**config.mk**
```make
export PLATFORM = sky130hd
export DESIGN_NAME = spi_tx
export DESIGN_NICKNAME = d
export VERILOG_FILES = /design/src/rtl/spi_tx.sv
export SDC_FILE = /design/constraint.sdc
export NUM_CORES = 1
export LEC_CHECK = 0
export CAP_MARGIN = 20
export CORE_UTILIZATION = 32
export DETAILED_ROUTE_END_ITERATION = 10
export DONT_BUFFER_PORTS = 1
export SLEW_MARGIN = 30
export SYNTH_ARGS = -nofsm -noshare
export SYNTH_HDL_FRONTEND = slang
export SYNTH_SLANG_ARGS = --single-unit
```
**constraint.sdc**
```tcl
create_clock -name i_Clk -period 2.65 [get_ports i_Clk]
set_input_delay 0.53 -clock i_Clk [delete_from_list [all_inputs] [get_ports i_Clk]]
set_output_delay 0.53 -clock i_Clk [all_outputs]
set_load 0.05 [all_outputs]
```
**src/rtl/spi_tx.sv**
```systemverilog
// SPI mode-0 master transmitter (CPOL=0, CPHA=0), MSB first, one byte per
// chip-select frame. A byte is accepted on a valid/ready handshake. The frame
// is built from a lead-in half-period, 16 SCLK half-periods and a trailing
// half-period. Every output comes straight from a flop.
module spi_tx #(
  parameter int CLKS_PER_HALF_BIT = 2
) (
  input  logic       i_Clk,
  input  logic       i_Rst,
  input  logic       i_Tx_Dv,
  input  logic [7:0] i_Tx_Byte,
  output logic       o_Tx_Ready,
  output logic       o_Tx_Done,
  output logic       o_Spi_Clk,
  output logic       o_Spi_Cs_n,
  output logic       o_Spi_Mosi
);

  typedef enum logic [1:0] {
    IDLE,
    LEAD,
    SHIFT,
    TRAIL
  } state_t;

  localparam logic [7:0] HALF_MAX = 8'(CLKS_PER_HALF_BIT - 1);

  state_t     state_q, state_d;
  logic [7:0] cnt_q, cnt_d;
  logic [3:0] edge_q, edge_d;
  logic [7:0] shreg_q, shreg_d;
  logic       ready_q, ready_d;
  logic       done_q, done_d;
  logic       sclk_q, sclk_d;
  logic       cs_n_q, cs_n_d;
  logic       mosi_q, mosi_d;
  logic       half_end;

  assign half_end = (cnt_q == HALF_MAX);

  // Next-state and next-output logic; outputs are precomputed one cycle ahead
  always_comb begin
    state_d = state_q;
    cnt_d   = half_end ? 8'd0 : cnt_q + 8'd1;
    edge_d  = edge_q;
    shreg_d = shreg_q;
    ready_d = ready_q;
    done_d  = 1'b0;
    sclk_d  = sclk_q;
    cs_n_d  = cs_n_q;
    mosi_d  = mosi_q;

    unique case (state_q)
      IDLE: begin
        cnt_d   = 8'd0;
        edge_d  = 4'd0;
        ready_d = 1'b1;
        cs_n_d  = 1'b1;
        sclk_d  = 1'b0;
        mosi_d  = 1'b0;
        if (i_Tx_Dv && ready_q) begin
          state_d = LEAD;
          shreg_d = i_Tx_Byte;
          ready_d = 1'b0;
          cs_n_d  = 1'b0;
          mosi_d  = i_Tx_Byte[7];
        end
      end
      LEAD: begin
        if (half_end) begin
          state_d = SHIFT;
          sclk_d  = 1'b1;
          edge_d  = 4'd0;
        end
      end
      SHIFT: begin
        if (half_end) begin
          if (edge_q == 4'd15) begin
            state_d = TRAIL;
            sclk_d  = 1'b0;
          end else begin
            edge_d = edge_q + 4'd1;
            sclk_d = ~sclk_q;
            // Falls after rises 1..7 present the next bit; the 8th fall keeps byte[0]
            if (sclk_q && (edge_q != 4'd14)) begin
              shreg_d = {shreg_q[6:0], 1'b0};
              mosi_d  = shreg_q[6];
            end
          end
        end
      end
      TRAIL: begin
        if (half_end) begin
          state_d = IDLE;
          cs_n_d  = 1'b1;
          mosi_d  = 1'b0;
          done_d  = 1'b1;
          ready_d = 1'b1;
          shreg_d = 8'd0;
        end
      end
      default: state_d = IDLE;
    endcase
  end

  // State and output registers with synchronous reset that aborts any frame
  always_ff @(posedge i_Clk) begin
    if (i_Rst) begin
      state_q <= IDLE;
      cnt_q   <= 8'd0;
      edge_q  <= 4'd0;
      shreg_q <= 8'd0;
      ready_q <= 1'b1;
      done_q  <= 1'b0;
      sclk_q  <= 1'b0;
      cs_n_q  <= 1'b1;
      mosi_q  <= 1'b0;
    end else begin
      state_q <= state_d;
      cnt_q   <= cnt_d;
      edge_q  <= edge_d;
      shreg_q <= shreg_d;
      ready_q <= ready_d;
      done_q  <= done_d;
      sclk_q  <= sclk_d;
      cs_n_q  <= cs_n_d;
      mosi_q  <= mosi_d;
    end
  end

  assign o_Tx_Ready = ready_q;
  assign o_Tx_Done  = done_q;
  assign o_Spi_Clk  = sclk_q;
  assign o_Spi_Cs_n = cs_n_q;
  assign o_Spi_Mosi = mosi_q;

endmodule

```
==> results.cfg, run 1 <==
[timing]
hold_viol = 0
fin_crit_sh_pct = 83.7
worst_pin_slew_ns = 0.780
period_needed_ns = 2.22
slew_violations = 0
setup-violations-final = 0
rsz0062_at_grt = false
clock_skew_ns = 0.00780
fmax_mhz = 451
maxSlewHeadroom_pct = 47.9
totalNegativeSetupSlack_ns = 0

[detailed_routing]
drt_iter0_markers = 41
vias_per_cell = 5.60
finalWirelength_mm = 2.89
antenna_left = 0
num_vias = 1149
drcViolationCount = 0
routedWlPerCell_um = 14.1
dr.pass1.iters = 5

[logic_synthesis]
yosysWarnings = 0
avgSynthCellArea_um2 = 8.73
synth-edff-count = 0
synth.distinct_cells = 44
synth-async-reset-ratio_pct = 0
ys_ff_latch = 25
seq_area_frac_synth_pct = 36.5
syn_nets = 177
syn_inst = 157
synth_area_um2 = 1370
yosys_most_used_dff = dfxtp_1

[power]
powerDensity_nw_per_um2 = 1010
switching_share_pct = 42.3
irDropWorstVdd_mv = 0.313
p_comb_share_pct = 47.3
leakage_nw = 0.512
pwr-share-clk_pct = 15.3
internal-power_uw = 849
seqPwrFrac_pct = 37.5
switching_power_uw = 623

[die]
die-area_um2 = 4550
die_x_um = 67.4
start_util_pct = 33.8
ios = 16
fp-row-count = 23
core_um2 = 4060
die-height_um = 67.4

[clock_network]
htreeDepth = 1
post-cts-setup-buffers = 0
cts_tree = yes
clock_latency_ns = 0.27
cts_buffers = 3
postCtsHoldBufs = 0
cts-root-buf = clkbuf_8
cts_num_sinks = 25
clockBufferDepth = 2
clk_pin_slew_worst_paths_ns = 0.09
ctsResizeCount = 0

[critical_path]
end_kind = flip-flop
required_ns = 2.86
cp_cell_sequence = inv_1, ha_1, nor2_1, o2111ai_1, or3_2, a21oi_1
crit_arrival_ns = 2.42
worst-path-max-fanout = 13
cp_slowest_stage_delay_ns = 0.58
slowest_stage = or3_2
path_class = reg2reg
reg2reg_slack_ns = 0.43
cp-start-kind = flip-flop

[run]
maxCapViolations = 0

[placement]
dp_hpwl_mm = 2.15
dpl_cell_area_um2 = 1410
io_buffers = 0
gp_congestion = 0.821

[global_routing]
grt_usage_pct = 14.1
antenna_found_initial = 0
grt_first_pass_wirelength_mm = 4.89
grt-ovfl-total = 0
grt_pass1_vias = 1102
grt_max_degree = 23

[cells_and_area]
nets = 176
fillers = 400
diodes = 0
final_util_pct = 35.8
stdcell_area_um2 = 1450
drive_gt1_share_pct = 11.0
areaGrowthSynthToFinish_pct = 6.12

[worst_hold_path]
hp-class = in2reg

[status]
outcome = finished clean
## Yosys cell counts, drive strengths merged, types with 3 or more instances
master   n  area share (%)
a21oi   11             4.3
a22oi    6             3.3
a31oi    4             1.8
and3     3             1.4
buf      3             1.7
clkbuf   6             1.6
dfxtp   25              37
ha       9             8.2
inv      7             1.9
nand2    5             1.6
nand2b   5             2.3
nand3    7             2.6
nor2    16             4.4
nor3     3             1.5
o21ai   10             3.7
or3      7             3.5
xor2     5             3.2
## power by group through the flow
stage	Sequential, mW	Clock, mW	Combinational [mW]
after floorplan	0.562	0	0.565
after global routing	0.566	0.253	0.777
final	0.552	0.225	0.696
after CTS	0.553	0.232	0.693
after detailed placement	0.563	0	0.687
after global placement	0.557	0	0.666
## cell type report
type	count	area, µm²	area share [%]
multi-input cells	116	797	54.8
flip-flops and latches	25	500	34.4
well taps	50	62.6	4.30
clock buffers	4	45.0	3.10
inverters	7	26.3	1.81
repair buffers	3	22.5	1.55
## placed cells by master, fill, tap and decap left out, types with 5 or more instances in the layout
cell type,count
dfxtp_1,25
nor2_1,16
o21ai_0,10
a21oi_1,10
ha_1,9
inv_1,7
nand3_1,7
a22oi_1,6
nand2b_1,5
xor2_1,5
## state kept, by name, summed over array words and instances (netlist names)
register and count:
o_Spi_Clk 1, o_Spi_Cs_n 1, shreg_q 7, o_Spi_Mosi 1, edge_q 4, cnt_q 8
o_Tx_Done 1, state_q 2
## metal layers
layer	vias up	part of all wire [%]	global-route usage [%]
li1	570	-	-
met3	2	9.1	4.56
met5	-	0	0
met2	48	49	25.5
met4	0	0.42	3.46
met1	529	41	15.9
## cell families after synthesis
family          Yosys count  share of synthesized area [%]
mux                       2                           1.46
xor+xnor                  6                           3.84
fa+ha+maj                 9                           8.22
simple gates             54                           22.9
flops                    25                           36.5
buf+inv                  16                           5.30
compound gates           45                           21.7
## per-stage QoR
step	setup WS, ns	hold slack [ns]	std cells	power, mW
2_1_floorplan	0.864	0.450	157	1.13
3_3_place_gp	0.615	0.458	201	1.22
3_5_place_dp	0.468	0.467	201	1.25
4_1_cts	0.446	0.316	205	1.48
5_1_grt	0.257	0.298	205	1.60
6_report	0.431	0.317	205	1.47
## final timing paths
kind | startpoint | to | cells past startpoint
hold reg to reg | shreg_q[3]$_SDFFE_PP0P_ | shreg_q[3]$_SDFFE_PP0P_ | 2
setup reg to reg | state_q[0]$_SDFFE_PP0P_ | shreg_q[3]$_SDFFE_PP0P_ | 6
hold / removal | i_Rst | shreg_q[2]$_SDFFE_PP0P_ | 1
setup / recovery | state_q[0]$_SDFFE_PP0P_ | shreg_q[3]$_SDFFE_PP0P_ | 6
## worst max-delay path, delay by kind of cell (launching register included)
kind | cells | cell delay (ns)
AOI/OAI and AO/OA | 2 | 0.55
DFF | 1 | 0.38
adders and majority gates | 1 | 0.35
and+or+nand+nor | 2 | 0.76
buffers and inverters | 1 | 0.11
Note: power is estimated with default switching activity, not from simulation.
==> inputs of run 2 (changes only) <==
Clock period 2.65 ns to 1.8 ns, I/O delays scaled along.
==> results.cfg, run 2 (same netlist as run 1, synthesis figures left out) <==
[status]
outcome = finished clean

[die]
start_util_pct = 33.8
die-area_um2 = 4550
die_x_um = 67.4
fp-row-count = 23
core_um2 = 4060
ios = 16
die-height_um = 67.4

[timing]
rsz0062_at_grt = false
maxSlewHeadroom_pct = 66.2
clock_skew_ns = 0.0136
fin_crit_sh_pct = 96.4
hold_viol = 0
fmax_mhz = 576
slew_violations = 0
worst_pin_slew_ns = 0.506
period_needed_ns = 1.74
setup-violations-final = 0

[critical_path]
required_ns = 2.01
cp-start-kind = flip-flop
crit_arrival_ns = 1.95
path_class = reg2reg
worst-path-max-fanout = 3
end_kind = flip-flop

[placement]
io_buffers = 0
dpl_cell_area_um2 = 1560
dp_hpwl_mm = 2.25
placed_cells = 221
gp_congestion = 0.809

[clock_network]
htreeDepth = 1
cts_buffers = 3
clk_pin_slew_worst_paths_ns = 0.09
cts_tree = yes
clock_latency_ns = 0.27
postCtsHoldBufs = 0
cts-root-buf = clkbuf_8
cts_num_sinks = 25
clockBufferDepth = 2

[power]
p_comb_share_pct = 59.1
powerDensity_nw_per_um2 = 1580
seqPwrFrac_pct = 28.7
irDropWorstVdd_mv = 0.457
switching_power_mw = 1.09
pwr-share-clk_pct = 12.1
switching_share_pct = 40.3
internal-power_mw = 1.61
leakage_nw = 0.642

[run]
maxCapViolations = 0

[cells_and_area]
top_register = cnt_q
areaGrowthSynthToFinish_pct = 24.8
stdcell_area_um2 = 1710
fillers = 393
reg.largest.list = cnt_q (8), shreg_q (7), edge_q (4)
regArea_um2 = 504
finalNonFillerCells = 228
drive_gt1_share_pct = 32.6
diodes = 0
largest_reg_flops = 8
layout_commonest_cell = buf_4
multi_input_area_um2 = 876
nets = 199
mostFrequentLayoutCells = buf_4, dfxtp_1, nor2_1

[detailed_routing]
drcViolationCount = 0
finalWirelength_mm = 3.20
drt_iter0_markers = 23
dr.pass1.iters = 4
num_vias = 1216
routedWlPerCell_um = 14.0
vias_per_cell = 5.33
antenna_left = 0

[global_routing]
grt_max_degree = 23
grt_usage_pct = 14.9
grt_first_pass_wirelength_mm = 5.12
antenna_found_initial = 0
grt-ovfl-total = 0
grt_pass1_vias = 1191

[worst_hold_path]
hp-class = in2reg
-- run 2: changes by cell type in the layout (fill, tap and decap cells not counted), moves of 3 or more --
cell     previous run  this run
a21oi_1            10         6
a21oi_2             1         5
buf_4               3        26
dfxtp_1            25        22
dfxtp_2             0         3
ha_1                9         6
or3_2               3         0
or3_4               0         5
-- run 2: worst max-delay path, cell delays in order (launching register included) --
cell and delay [ns]:
dfxtp_2 0.33, buf_4 0.13, ha_1 0.23, or4b_1 0.54
a211o_2 0.34, a21oi_1 0.11
-- run 2: power groups by stage --
stage          combinational [mW]  sequential [mW]  clock [mW]
4_1_cts                      1.46            0.770       0.344
3_3_place_gp                 1.26            0.779           0
2_1_floorplan               0.832            0.827           0
3_5_place_dp                 1.31            0.783           0
5_1_grt                      1.73            0.790       0.368
6_report                     1.60            0.776       0.328
-- run 2: worst paths after layout --
check | start | to | slack, ns | depth (start not counted)
max | state_q[0]$_SDFFE_PP0P_ | o_Spi_Mosi$_SDFFE_PP0P_ | 0.06 | 5
min | i_Rst | shreg_q[2]$_SDFFE_PP0P_ | 0.15 | 1
max reg2reg | state_q[0]$_SDFFE_PP0P_ | o_Spi_Mosi$_SDFFE_PP0P_ | 0.06 | 5
min reg2reg | shreg_q[4]$_SDFFE_PP0P_ | shreg_q[4]$_SDFFE_PP0P_ | 0.48 | 2
-- run 2: metrics by stage --
stage	util, %	hold slack (ns)	total power [mW]	setup slack, ns	TNS (ns)
after global placement	38.4	0.435	2.04	-0.00136	-0.00136
final	42.2	0.153	2.70	0.0647	0
after detailed placement	38.4	0.436	2.10	-0.0885	-0.251
after global routing	42.2	0.130	2.89	0.000528	0
after floorplan	-	0.450	1.66	0.0136	0
after CTS	40.9	0.143	2.57	-0.0127	-0.0208
-- run 2: per-layer routing --
layer / part of all wire (%) / global-route usage, % / wire length [µm]
met1: 44 / 17.6 / 1410
met2: 51 / 26.8 / 1620
met5: 0 / 0 / 0
met4: 0.59 / 3.99 / 19
met3: 4.7 / 3.21 / 150
-- run 2: repair_timing --
action / 4_1_cts / 5_1_grt
setup endpoints to repair: 6 / 18
pin swaps: 5 / 7
gates resized for setup: 8 / 15
setup buffers: 3 / 0
-- run 2: layout make-up --
cell class	instances	area share, %
Inverter	7	1.54
Sequential cell	25	29.5
Clock buffer	3	2.41
Tap cell	50	3.66
Clock inverter	1	0.293
Multi-Input combinational cell	116	51.2
Timing Repair Buffer	26	11.4
==> inputs of run 3 (changes only) <==
Settings changed: GPL_ROUTABILITY_DRIVEN from default to 0.
==> results of run 3 <==
Final layout, timing and power as in run 2 (identical DEF).
